==> src/rtl/pipe_pkg.sv <==
// Shared types and default widths for the pipeline memory stage.
package pipe_pkg;

  localparam int unsigned DATA_W_DEF = 32;
  localparam int unsigned ADDR_W_DEF = 32;
  localparam int unsigned REG_W_DEF  = 5;
  localparam int unsigned CNT_W      = 32;

  typedef enum logic {
    IDLE = 1'b0,
    WAIT = 1'b1
  } mem_state_e;

  // M/WB register contents at the default widths
  typedef struct packed {
    logic                  regwr;
    logic                  memtoreg;
    logic [REG_W_DEF-1:0]  rd;
    logic [DATA_W_DEF-1:0] aluout;
    logic [DATA_W_DEF-1:0] memdata;
  } mwb_t;

endpackage

==> src/rtl/mem_wb_register.sv <==
// M/WB pipeline register: inserts a bubble while the memory stage stalls,
// and refreshes the load data only when a load actually completes.
module mem_wb_register
  import pipe_pkg::*;
#(
  parameter int unsigned DATA_W = DATA_W_DEF,
  parameter int unsigned REG_W  = REG_W_DEF
) (
  input  logic              CLK,
  input  logic              Reset,
  input  logic              bubble,
  input  logic              load_done,
  input  logic              regwr_d,
  input  logic              memtoreg_d,
  input  logic [REG_W-1:0]  rd_d,
  input  logic [DATA_W-1:0] aluout_d,
  input  logic [DATA_W-1:0] memdata_d,
  output logic              regwr_q,
  output logic              memtoreg_q,
  output logic [REG_W-1:0]  rd_q,
  output logic [DATA_W-1:0] aluout_q,
  output logic [DATA_W-1:0] memdata_q
);

  always_ff @(negedge CLK or posedge Reset) begin
    if (Reset) begin
      regwr_q    <= 1'b0;
      memtoreg_q <= 1'b0;
      rd_q       <= '0;
      aluout_q   <= '0;
      memdata_q  <= '0;
    end else if (bubble) begin
      // write-back controls killed, payload held
      regwr_q    <= 1'b0;
      memtoreg_q <= 1'b0;
    end else begin
      regwr_q    <= regwr_d;
      memtoreg_q <= memtoreg_d;
      rd_q       <= rd_d;
      aluout_q   <= aluout_d;
      if (load_done) memdata_q <= memdata_d;
    end
  end

endmodule

==> src/rtl/mem_stage.sv <==
// Memory stage: variable-latency data-memory handshake, upstream stall,
// branch/jump redirect and M/WB register. Optional stall counter: MEM_STALL_CNT_EN.
module mem_stage
  import pipe_pkg::*;
#(
  parameter int unsigned DATA_W = DATA_W_DEF,
  parameter int unsigned ADDR_W = ADDR_W_DEF,
  parameter int unsigned REG_W  = REG_W_DEF
) (
  input  logic              CLK,
  input  logic              Reset,
  input  logic [DATA_W-1:0] busB_M,
  input  logic [DATA_W-1:0] ALUout_M,
  input  logic [ADDR_W-1:0] Target_M,
  input  logic [REG_W-1:0]  Rd_M,
  input  logic              MemtoReg_M,
  input  logic              RegWr_M,
  input  logic              Jump_M,
  input  logic              Branch_M,
  input  logic              MemWr_M,
  input  logic              Zero_M,
  output logic              dmem_req,
  output logic              dmem_we,
  output logic [ADDR_W-1:0] dmem_addr,
  output logic [DATA_W-1:0] dmem_wdata,
  input  logic [DATA_W-1:0] dmem_rdata,
  input  logic              dmem_ready,
  output logic              Stall_M,
  output logic              PCSrc_M,
  output logic [ADDR_W-1:0] Target_out,
  output logic              MisalignErr,
  output logic              RegWr_WB,
  output logic              MemtoReg_WB,
  output logic [REG_W-1:0]  Rd_WB,
  output logic [DATA_W-1:0] ALUout_WB,
  output logic [DATA_W-1:0] MemData_WB,
  output logic [CNT_W-1:0]  StallCnt
);

  mem_state_e state_q, state_d;
  logic mem_op, misaligned, load_done;

  assign mem_op     = MemWr_M | MemtoReg_M;
  assign misaligned = mem_op & (ALUout_M[1:0] != 2'b00);

  always_ff @(negedge CLK or posedge Reset) begin
    if (Reset) state_q <= IDLE;
    else       state_q <= state_d;
  end

  always_comb begin
    state_d = state_q;
    case (state_q)
      IDLE:    if (dmem_req && !dmem_ready) state_d = WAIT;
      WAIT:    if (dmem_ready) state_d = IDLE;
      default: state_d = IDLE;
    endcase
  end

  // Request is gated by Reset so it drops without waiting for the flop
  always_comb begin
    dmem_req = 1'b0;
    case (state_q)
      IDLE:    dmem_req = mem_op & ~misaligned;
      WAIT:    dmem_req = 1'b1;
      default: dmem_req = 1'b0;
    endcase
    if (Reset) dmem_req = 1'b0;
  end

  assign dmem_we    = MemWr_M;
  assign dmem_addr  = ADDR_W'(ALUout_M);
  assign dmem_wdata = busB_M;
  assign Stall_M    = dmem_req & ~dmem_ready;
  assign PCSrc_M    = ((Branch_M & Zero_M) | Jump_M) & ~Stall_M;
  assign Target_out = Target_M;
  assign load_done  = MemtoReg_M & dmem_req & dmem_ready;

  always_ff @(negedge CLK or posedge Reset) begin
    if (Reset) MisalignErr <= 1'b0;
    else       MisalignErr <= misaligned;
  end

`ifdef MEM_STALL_CNT_EN
  always_ff @(negedge CLK or posedge Reset) begin
    if (Reset)                           StallCnt <= '0;
    else if (Stall_M && (StallCnt != '1)) StallCnt <= StallCnt + CNT_W'(1);
  end
`else
  assign StallCnt = '0;
`endif

  mem_wb_register #(
    .DATA_W(DATA_W),
    .REG_W (REG_W)
  ) u_mem_wb (
    .CLK        (CLK),
    .Reset      (Reset),
    .bubble     (Stall_M),
    .load_done  (load_done),
    .regwr_d    (RegWr_M & ~misaligned),
    .memtoreg_d (MemtoReg_M),
    .rd_d       (Rd_M),
    .aluout_d   (ALUout_M),
    .memdata_d  (dmem_rdata),
    .regwr_q    (RegWr_WB),
    .memtoreg_q (MemtoReg_WB),
    .rd_q       (Rd_WB),
    .aluout_q   (ALUout_WB),
    .memdata_q  (MemData_WB)
  );

endmodule

==> config.mk <==
export PLATFORM = sky130hd
export DESIGN_NAME = mem_stage
export DESIGN_NICKNAME = d
export VERILOG_FILES = /design/src/rtl/pipe_pkg.sv /design/src/rtl/mem_wb_register.sv /design/src/rtl/mem_stage.sv
export SDC_FILE = /design/constraint.sdc
export NUM_CORES = 1
export LEC_CHECK = 0
export CAP_MARGIN = 30
export CORE_AREA = 5 5 130 132
export CTS_CLUSTER_DIAMETER = 40
export DETAILED_ROUTE_END_ITERATION = 10
export DIE_AREA = 0 0 135 137
export GPL_TIMING_DRIVEN = 0
export PLACE_DENSITY = 0.67
export SLEW_MARGIN = 5
export SYNTH_ARGS = -nofsm -noshare
export SYNTH_HDL_FRONTEND = slang
export SYNTH_SLANG_ARGS = --single-unit
==> constraint.sdc <==
create_clock -name CLK -period 4.63 [get_ports CLK]
set_clock_uncertainty 0.15 [all_clocks]
set_input_delay 1.1575 -clock CLK [delete_from_list [all_inputs] [get_ports CLK]]
set_output_delay 1.1575 -clock CLK [all_outputs]
set_load 0.1 [all_outputs]
==> results of run 1 <==
[power breakdown]
part | total, uW | switching (uW) | internal (uW)
sequential | 860 | 110 | 750
combinational | 2080 | 1400 | 678
clock | 778 | 276 | 503
[sequential cells by signal, summed over array words and instances, names as in the netlist]
name,count
u_mem_wb.aluout_q,32
u_mem_wb.memdata_q,32
u_mem_wb.rd_q,5
MisalignErr,1
state_q,1
u_mem_wb.memtoreg_q,1
u_mem_wb.regwr_q,1
[Yosys cell counts]
cell,instances
dfrtn_1,73
and3_1,1
inv_1,12
nand2_1,59
o22ai_1,24
or2_2,2
clkbuf_1,2
o32ai_1,11
a31oi_1,1
a21boi_0,1
a21oi_4,1
buf_6,1
nor2_1,6
mux2_2,30
o2111ai_2,1
conb_1,1
a21o_1,1
buf_4,129
a32o_1,2
o21ai_0,1
or3b_1,1
nor2_4,1
buf_2,14
a21oi_1,3
buf_1,1
mux2_1,2
[final cells by class]
cell class,instances,area share [%]
Sequential cell,73,22.2
Clock buffer,12,3.11
Clock inverter,4,0.896
Buffer,147,13.7
Inverter,12,0.592
Timing Repair Buffer,278,42.2
Multi-Input combinational cell,180,14.0
Timing Repair inverter,1,0.0607
Tap cell,216,3.28
[cell families (layout without fill, tap and decap cells)]
group,after synthesis,in the layout,synth area share (%)
AO/OA/AOI/OAI,46,46,8.65
buffers and inverters,159,454,28.2
flip-flops,73,73,46.6
multiplexers,32,32,9.20
other,1,32,0.0957
AND/OR/NAND/NOR,70,70,7.22
[per-stage QoR]
| step | hold WS [ns] | util, % | instances | setup TNS, ns | instance area [um2] |
|---|---|---|---|---|---|
| after global placement | 0.288 | 44.0 | 877 | -212.68 | 6860 |
| final | 0.348 | 52.8 | 923 | -1.04 | 8240 |
| after CTS | 0.327 | 51.1 | 915 | -1.46 | 7960 |
| after detailed placement | 0.295 | 44.3 | 879 | -122.13 | 6910 |
| after global routing | 0.360 | 52.8 | 923 | -2.18 | 8240 |
| after floorplan | 0.427 | - | 412 | -35.31 | 4100 |
[routing by layer]
layer	routed length, um	vias up
met1	4880	1701
met2	8370	189
met5	7	-
met3	1390	22
li1	-	1743
met4	242	2
[repair_timing]
item	CTS	global route
cloned	4	0
setup endpoints to repair	147	102
buffers inserted	16	8
gates resized for setup	662	48
pin swaps	4	2
hold buffers	0	0
[worst max path at each step]
stage | cells past startpoint | end
global route | 4 | dmem_req
CTS | 4 | dmem_req
finish | 4 | dmem_req
global placement | 5 | u_mem_wb.memdata_q[10]
floorplan | 4 | u_mem_wb.memdata_q[0]
detailed placement | 6 | u_mem_wb.memdata_q[18]
==> impl_metrics.env, run 1 <==
export IMPL_crit_family="flip-flops"
export IMPL_cp_num_buf_inv=2
export IMPL_ys_warn_count=0
export IMPL_cts_sinks=73
export IMPL_busiest_layer="met2"
export IMPL_clk_latency_ns=0.34
export IMPL_worst_slack_ns=-0.338
export IMPL_hold_path_class="reg -> reg"
export IMPL_dp_slack_ns=-1.55
export IMPL_gr_usage_met3_pct=5.70
export IMPL_diodes=0
export IMPL_r2r_cells=5
export IMPL_synth_top_area_share_pct=46.6
export IMPL_h_tree_depth=3
export IMPL_cts_made_buffers=9
export IMPL_syn_to_final_growth_pct=110
export IMPL_r2r_start="state_q"
export IMPL_layout_nets=844
export IMPL_routed_wl_um=14900
export IMPL_hold_violations=0
export IMPL_dieArea_um2=18500
export IMPL_vias_per_cell=3.96
export IMPL_ant_nets=0
export IMPL_ir_drop_uv=300
export IMPL_cts_buffer_depth=2
export IMPL_met1_usage_pct=15.0
export IMPL_synth_top_area_cell="dfrtn_1"
export IMPL_nFillCells=1347
export IMPL_met2_usage_pct=28.0
export IMPL_grt_max_degree=26
export IMPL_min_delay_path_depth=1
export IMPL_die_w_um=135
export IMPL_cts_root_buf="clkbuf_16"
export IMPL_synthTopCellsByArea="dfrtn_1 (47%), buf_4 (25%), mux2_2 (8.6%)"
export IMPL_startpoint="state_q"
export IMPL_rrSetupSlack_ns=2.76
export IMPL_grt_pass1_wl_um=20900
export IMPL_cp_cell_sequence="a21oi_4 > buf_8 > nor2_4 > buf_12"
export IMPL_crit_arrival_ns=3.66
export IMPL_power_leakage_uw=0.00388
export IMPL_power_density_nw_per_um2=451
export IMPL_die_height_um=137
export IMPL_drt_iter0_markers=77
export IMPL_drive_gt1_share_pct=44.0
export IMPL_avgSynthCellArea_um2=10.3
export IMPL_cts_tree="built"
export IMPL_min_delay_start="u_mem_wb.memdata_q[19]"
export IMPL_antenna_found_initial=1
export IMPL_yosysSeqAreaShare_pct=46.6
export IMPL_first_global_vias=3869
export IMPL_max_cap_violations=0
export IMPL_crit_type="reg -> out"
export IMPL_hold_path_end="u_mem_wb.memdata_q[19]"
export IMPL_final_cell_mix="clkdlybuf4s50_1 (168), buf_4 (158), dfrtn_1 (73), buf_12 (70), nand2_1 (59)"
export IMPL_grt_usage_pct=14.7
export IMPL_r2r_end="u_mem_wb.aluout_q[0]"
export IMPL_dp_hpwl_um=11300
export IMPL_first_pass_iters=4
export IMPL_gr_total_overflow=0
export IMPL_core_um2=15600
export IMPL_vias=3657
export IMPL_path_clk_slew_ns=0.05
export IMPL_cp_max_fo=4
export IMPL_synth_cell_types=26
export IMPL_slowest_stage="dfrtn_1"
export IMPL_synthCells=381
export IMPL_wl_per_cell_um=16.1
export IMPL_ys_ff_latch=73
export IMPL_rows=46
export IMPL_relSlewSlack_pct=31.8
export IMPL_syn_area_um2=3920
export IMPL_setup_violations=18
export IMPL_tightest_slew_ns=1.02
export IMPL_critPathLaunchType="flop"
export IMPL_drc=0
export IMPL_multiInputGateArea_um2=1150
export IMPL_ff_latch_area_um2=1830
export IMPL_start_util_pct=25.1
export IMPL_critPathCaptureType="output pin"
export IMPL_finalPower_uw=3720
export IMPL_required_ns=3.32
export IMPL_violations="negative setup slack"
export IMPL_ios=346
export IMPL_maxSlewViolCount=0
export IMPL_status="finished with violations"
export IMPL_place_congestion=0.721
export IMPL_max_stage_delay_ns=0.51
export IMPL_final_common_cell="clkdlybuf4s50_1"
export IMPL_rsz0062_at_grt="true"
export IMPL_portBuffers=249
No activity file was read; power rests on OpenSTA's default activity.
==> inputs of run 2 (changes only) <==
--- a/config.mk
+++ b/config.mk
@@ -12,7 +12,6 @@
 export DIE_AREA = 0 0 135 137
 export GPL_TIMING_DRIVEN = 0
 export PLACE_DENSITY = 0.67
-export SLEW_MARGIN = 5
 export SYNTH_ARGS = -nofsm -noshare
 export SYNTH_HDL_FRONTEND = slang
 export SYNTH_SLANG_ARGS = --single-unit
==> results of run 2 <==
Same layout as run 1: the final DEF is identical, and so are final timing and power.
==> patch 1, RTL diff (config.mk and constraints of run 1) <==
Add a define of `MEM_STALL_CNT_EN`.
--- a/src/rtl/mem_stage.sv
+++ b/src/rtl/mem_stage.sv
@@ -2,2 +2,4 @@
 // branch/jump redirect and M/WB register. Optional stall counter: MEM_STALL_CNT_EN.
+`define MEM_STALL_CNT_EN
+
 module mem_stage
Function: changed (a bounded check fails within 4 cycles, from zero or initial values and one cycle with Reset high).
==> patch 1 against run 1 <==
- the run still ends with setup timing left
- worst hold slack got worse by 0.027 ns
- worst setup slack lost 0.077 ns
- routed wire length up 33%
- register-to-register slack got worse by 0.68 ns
- critical path depth is 2 higher
- die area unchanged
- area after synthesis is 32% higher
- non-clock buffer count grew 56
- power up 22%
- sequential cell count is 32 higher
- design area grew 31%
- sequential power increased by 42%
- largest power group unchanged
==> patch 1: results (changes against run 1) <==
Outcome
  • Outcome: finished with violations
  • Violated checks: setup timing

Layout
  • Clock buffer cells: 9 (-3)
  • Seq_cells: 105 (+44%)
  • Fin area: 10,800 um^2 (+31%)
  • Non-clk bufs: 481 (+13%)
  • # nets final: 1,025 (+21%)
  • Reg area: 2630 um^2 (+44%)
  • Biggest regs: StallCnt: 32 flops, u_mem_wb.aluout_q: 32 flops, u_mem_wb.memdata_q: 32 flops

Pwr
  • Max rail drop VDD: 263 uV (-12%)
  • Seq. pwr: 1.22 mW (+42%)
  • NetSw: 2.13 mW (+19%)

Worst setup path
  • Max incr delay on CP: 0.36 ns (-0.15 ns)
  • Crit path DAT: 3.74 ns (+0.08 ns)
  • Worst Setup EP: PCSrc_M
  • Origin of the critical flop-to-flop path: StallCnt[0]

Logic synthesis
  • Synth area leaders: dfrtn_1 51%, buf_4 14%, nand2_1 9.2%
  • Syn_area_per_cell: 10.3 um^2 (about the same)
  • Post-Synth Adder-Cell Area: 0.00242 (+0.00242)

Timing
  • Final WS setup: -0.415 ns (-0.0771 ns)
  • Max_slew headroom: 0.312 (-0.00617)
  • Setup violations, final: 103 (+85)

Placed design
  • IO Port Bufs: 281 (+13%)
  • Placed inst area: 8460 um^2 (+22%)

Global routing
  • First-pass GRT wire length: 27,800 um (+33%)

Detailed routing
  • Total number of vias: 4,992 (+37%)
  • Drt wl/cell: 18.0 um (+11%)
[patch 1: cell types whose count changed after synthesis, sizes merged, moves of 19 or more]
cell	change
xnor2	+19
nand2	+67
o22ai	-24
dfrtn	+32
nand3	+20
buf	-36
[patch 1: critical path, delay by kind of cell (launching register included)]
family                 cells  cell delay [ns]
AO/OA/AOI/OAI              1             0.22
buffers and inverters      3             0.33
flip-flops                 1             0.36
AND/OR/NAND/NOR            2             0.16
[patch 1: metal layers]
layer / vias to the layer above / wire [um] / global-route usage
li1: 2308 / - / -
met1: 2426 / 7230 / 0.214
met2: 228 / 10700 / 0.361
met3: 28 / 1600 / 0.0493
met4: 2 / 297 / 0.0566
met5: - / 11 / 0
[patch 1: what timing repair did]
| action | 4_1_cts | 5_1_grt |
|---|---|---|
| buffers inserted | 53 | 26 |
| pin swaps | 14 | 5 |
| resized for setup | 987 | 66 |
| setup endpoints to repair | 211 | 194 |
| gates cloned | 3 | 3 |
| endpoints found under the hold margin | 0 | 0 |
==> patch 2, RTL diff (settings of run 1) <==
Made on the original files. The output `MisalignErr` loses its register stage (`MisalignErr` becomes a continuous assignment).
--- a/src/rtl/mem_stage.sv
+++ b/src/rtl/mem_stage.sv
@@ -78,6 +78,3 @@
 
-  always_ff @(negedge CLK or posedge Reset) begin
-    if (Reset) MisalignErr <= 1'b0;
-    else       MisalignErr <= misaligned;
-  end
+  assign MisalignErr = misaligned;
 
Behaviour: not the same (Yosys sat finds a counterexample within 4 cycles, from zero or initial values and one cycle with Reset high).
==> patch 2 against run 1 <==
- the flow still finishes with violations (setup timing)
- worst setup slack better by 0.010 ns
- design area down 1.2%
- sequential cell count down 1
- area after synthesis down 0.64%
- power down 2.8%
- synthesized cell count down 0.26%
- routed wire length down 0.58%
==> patch 2: results (changes against run 1) <==
Outcome
  • Outcome: finished with violations
  • Violated checks: setup timing

Detailed routing
  • Initial DRC Count: 93 (+21%)
  • Met1 wire length: 5160 um (+5.8%)
  • Met2 routed WL: 8080 um (-3.4%)
  • Top sig layer: met4
  • Final WL: 14,800 um (-0.58%)
  • Met3 WL post-DR: 1250 um (-9.9%)

Global routing
  • First-pass GRT wire length: 21,400 um (+2.1%)
  • Vias in the first global route: 3,918 (+1.3%)
  • GR Util met3: 0.0452 (-0.0118)
  • GR Layer Usage met2: 0.283 (+0.00250)
  • M1 GR Usage: 0.155 (+0.00549)
  • GRT Resource Usage Total: 0.149 (+0.00249)
  • Initial antenna violation count: 0 (-1)

Pwr
  • Int Power: 1.84 mW (-4.6%)
  • Power Dens Cells: 443 nW/um^2 (-1.7%)
  • Sequential share of power: 0.234 (+0.003)
  • Max rail drop VDD: 244 uV (-19%)
  • Lkg Pwr: 3.83 nW (-1.2%)

Layout
  • Clock-cell share of area: 0.0367 (-0.00336)
  • Reg area: 1800 um^2 (-1.4%)
  • # nets final: 842 (-0.24%)
  • Non-clk bufs: 424 (-0.24%)
  • Multi-input gate area: 1150 um^2 (-0.22%)
  • Non-clock buffers, area share: 0.561 (+0.00194)
  • Multi-input gate share of total cell area: 0.141 (+0.00137)
  • Fraction of layout cells with a size suffix above 1: 0.437 (-0.00301)
  • Clock buffer cells: 11 (-1)

Timing
  • Final WS setup: -0.328 ns (+0.00999 ns)
  • Setup violations, final: 4 (-14)

Placed design
  • Final GP Congestion: 0.730 (+1.2%)
  • DP HPWL: 11,500 um (+1.2%)
  • Placed inst area: 6870 um^2 (-0.47%)

Logic synthesis
  • Sequential fraction of the synthesis area: 0.463 (-0.00343)
  • Mapped Area: 3890 um^2 (-0.64%)
  • Yosys reg bits: 72 (-1.4%)
  • Synth area leaders: dfrtn_1 46%, buf_4 25%, mux2_2 8.7%
  • Multiplexer share of the synthesized area: 0.0925 (+0.000591)
  • Post-synth top cells: 129 x buf_4, 72 x dfrtn_1, 59 x nand2_1

Clock network
  • Postcts setup bufs: 15 (-1)

Worst setup path
  • Max FO, Critical Path: 3 (-1)
[patch 2: stage by stage]
| stage | TNS (ns) | setup WS, ns | cells |
|---|---|---|---|
| 2_1_floorplan | -34.81 | -1.06 | 411 |
| 3_3_place_gp | -208.03 | -2.45 | 876 |
| 3_5_place_dp | -122.38 | -1.56 | 878 |
| 4_1_cts | -1.15 | -0.367 | 913 |
| 5_1_grt | -2.09 | -0.379 | 921 |
| 6_report | -0.932 | -0.328 | 921 |
[patch 2: final timing paths]
check,slack (ns),cells after the start,start,to
max in group asynchronous,0.79,3,Reset,u_mem_wb.memdata_q[1]
min reg2reg,0.32,1,u_mem_wb.memdata_q[5],u_mem_wb.memdata_q[5]
min in group asynchronous,2.94,3,Reset,state_q
max,-0.33,4,state_q,Stall_M
min,0.32,1,u_mem_wb.memdata_q[5],u_mem_wb.memdata_q[5]
max reg2reg,2.70,7,state_q,u_mem_wb.aluout_q[2]
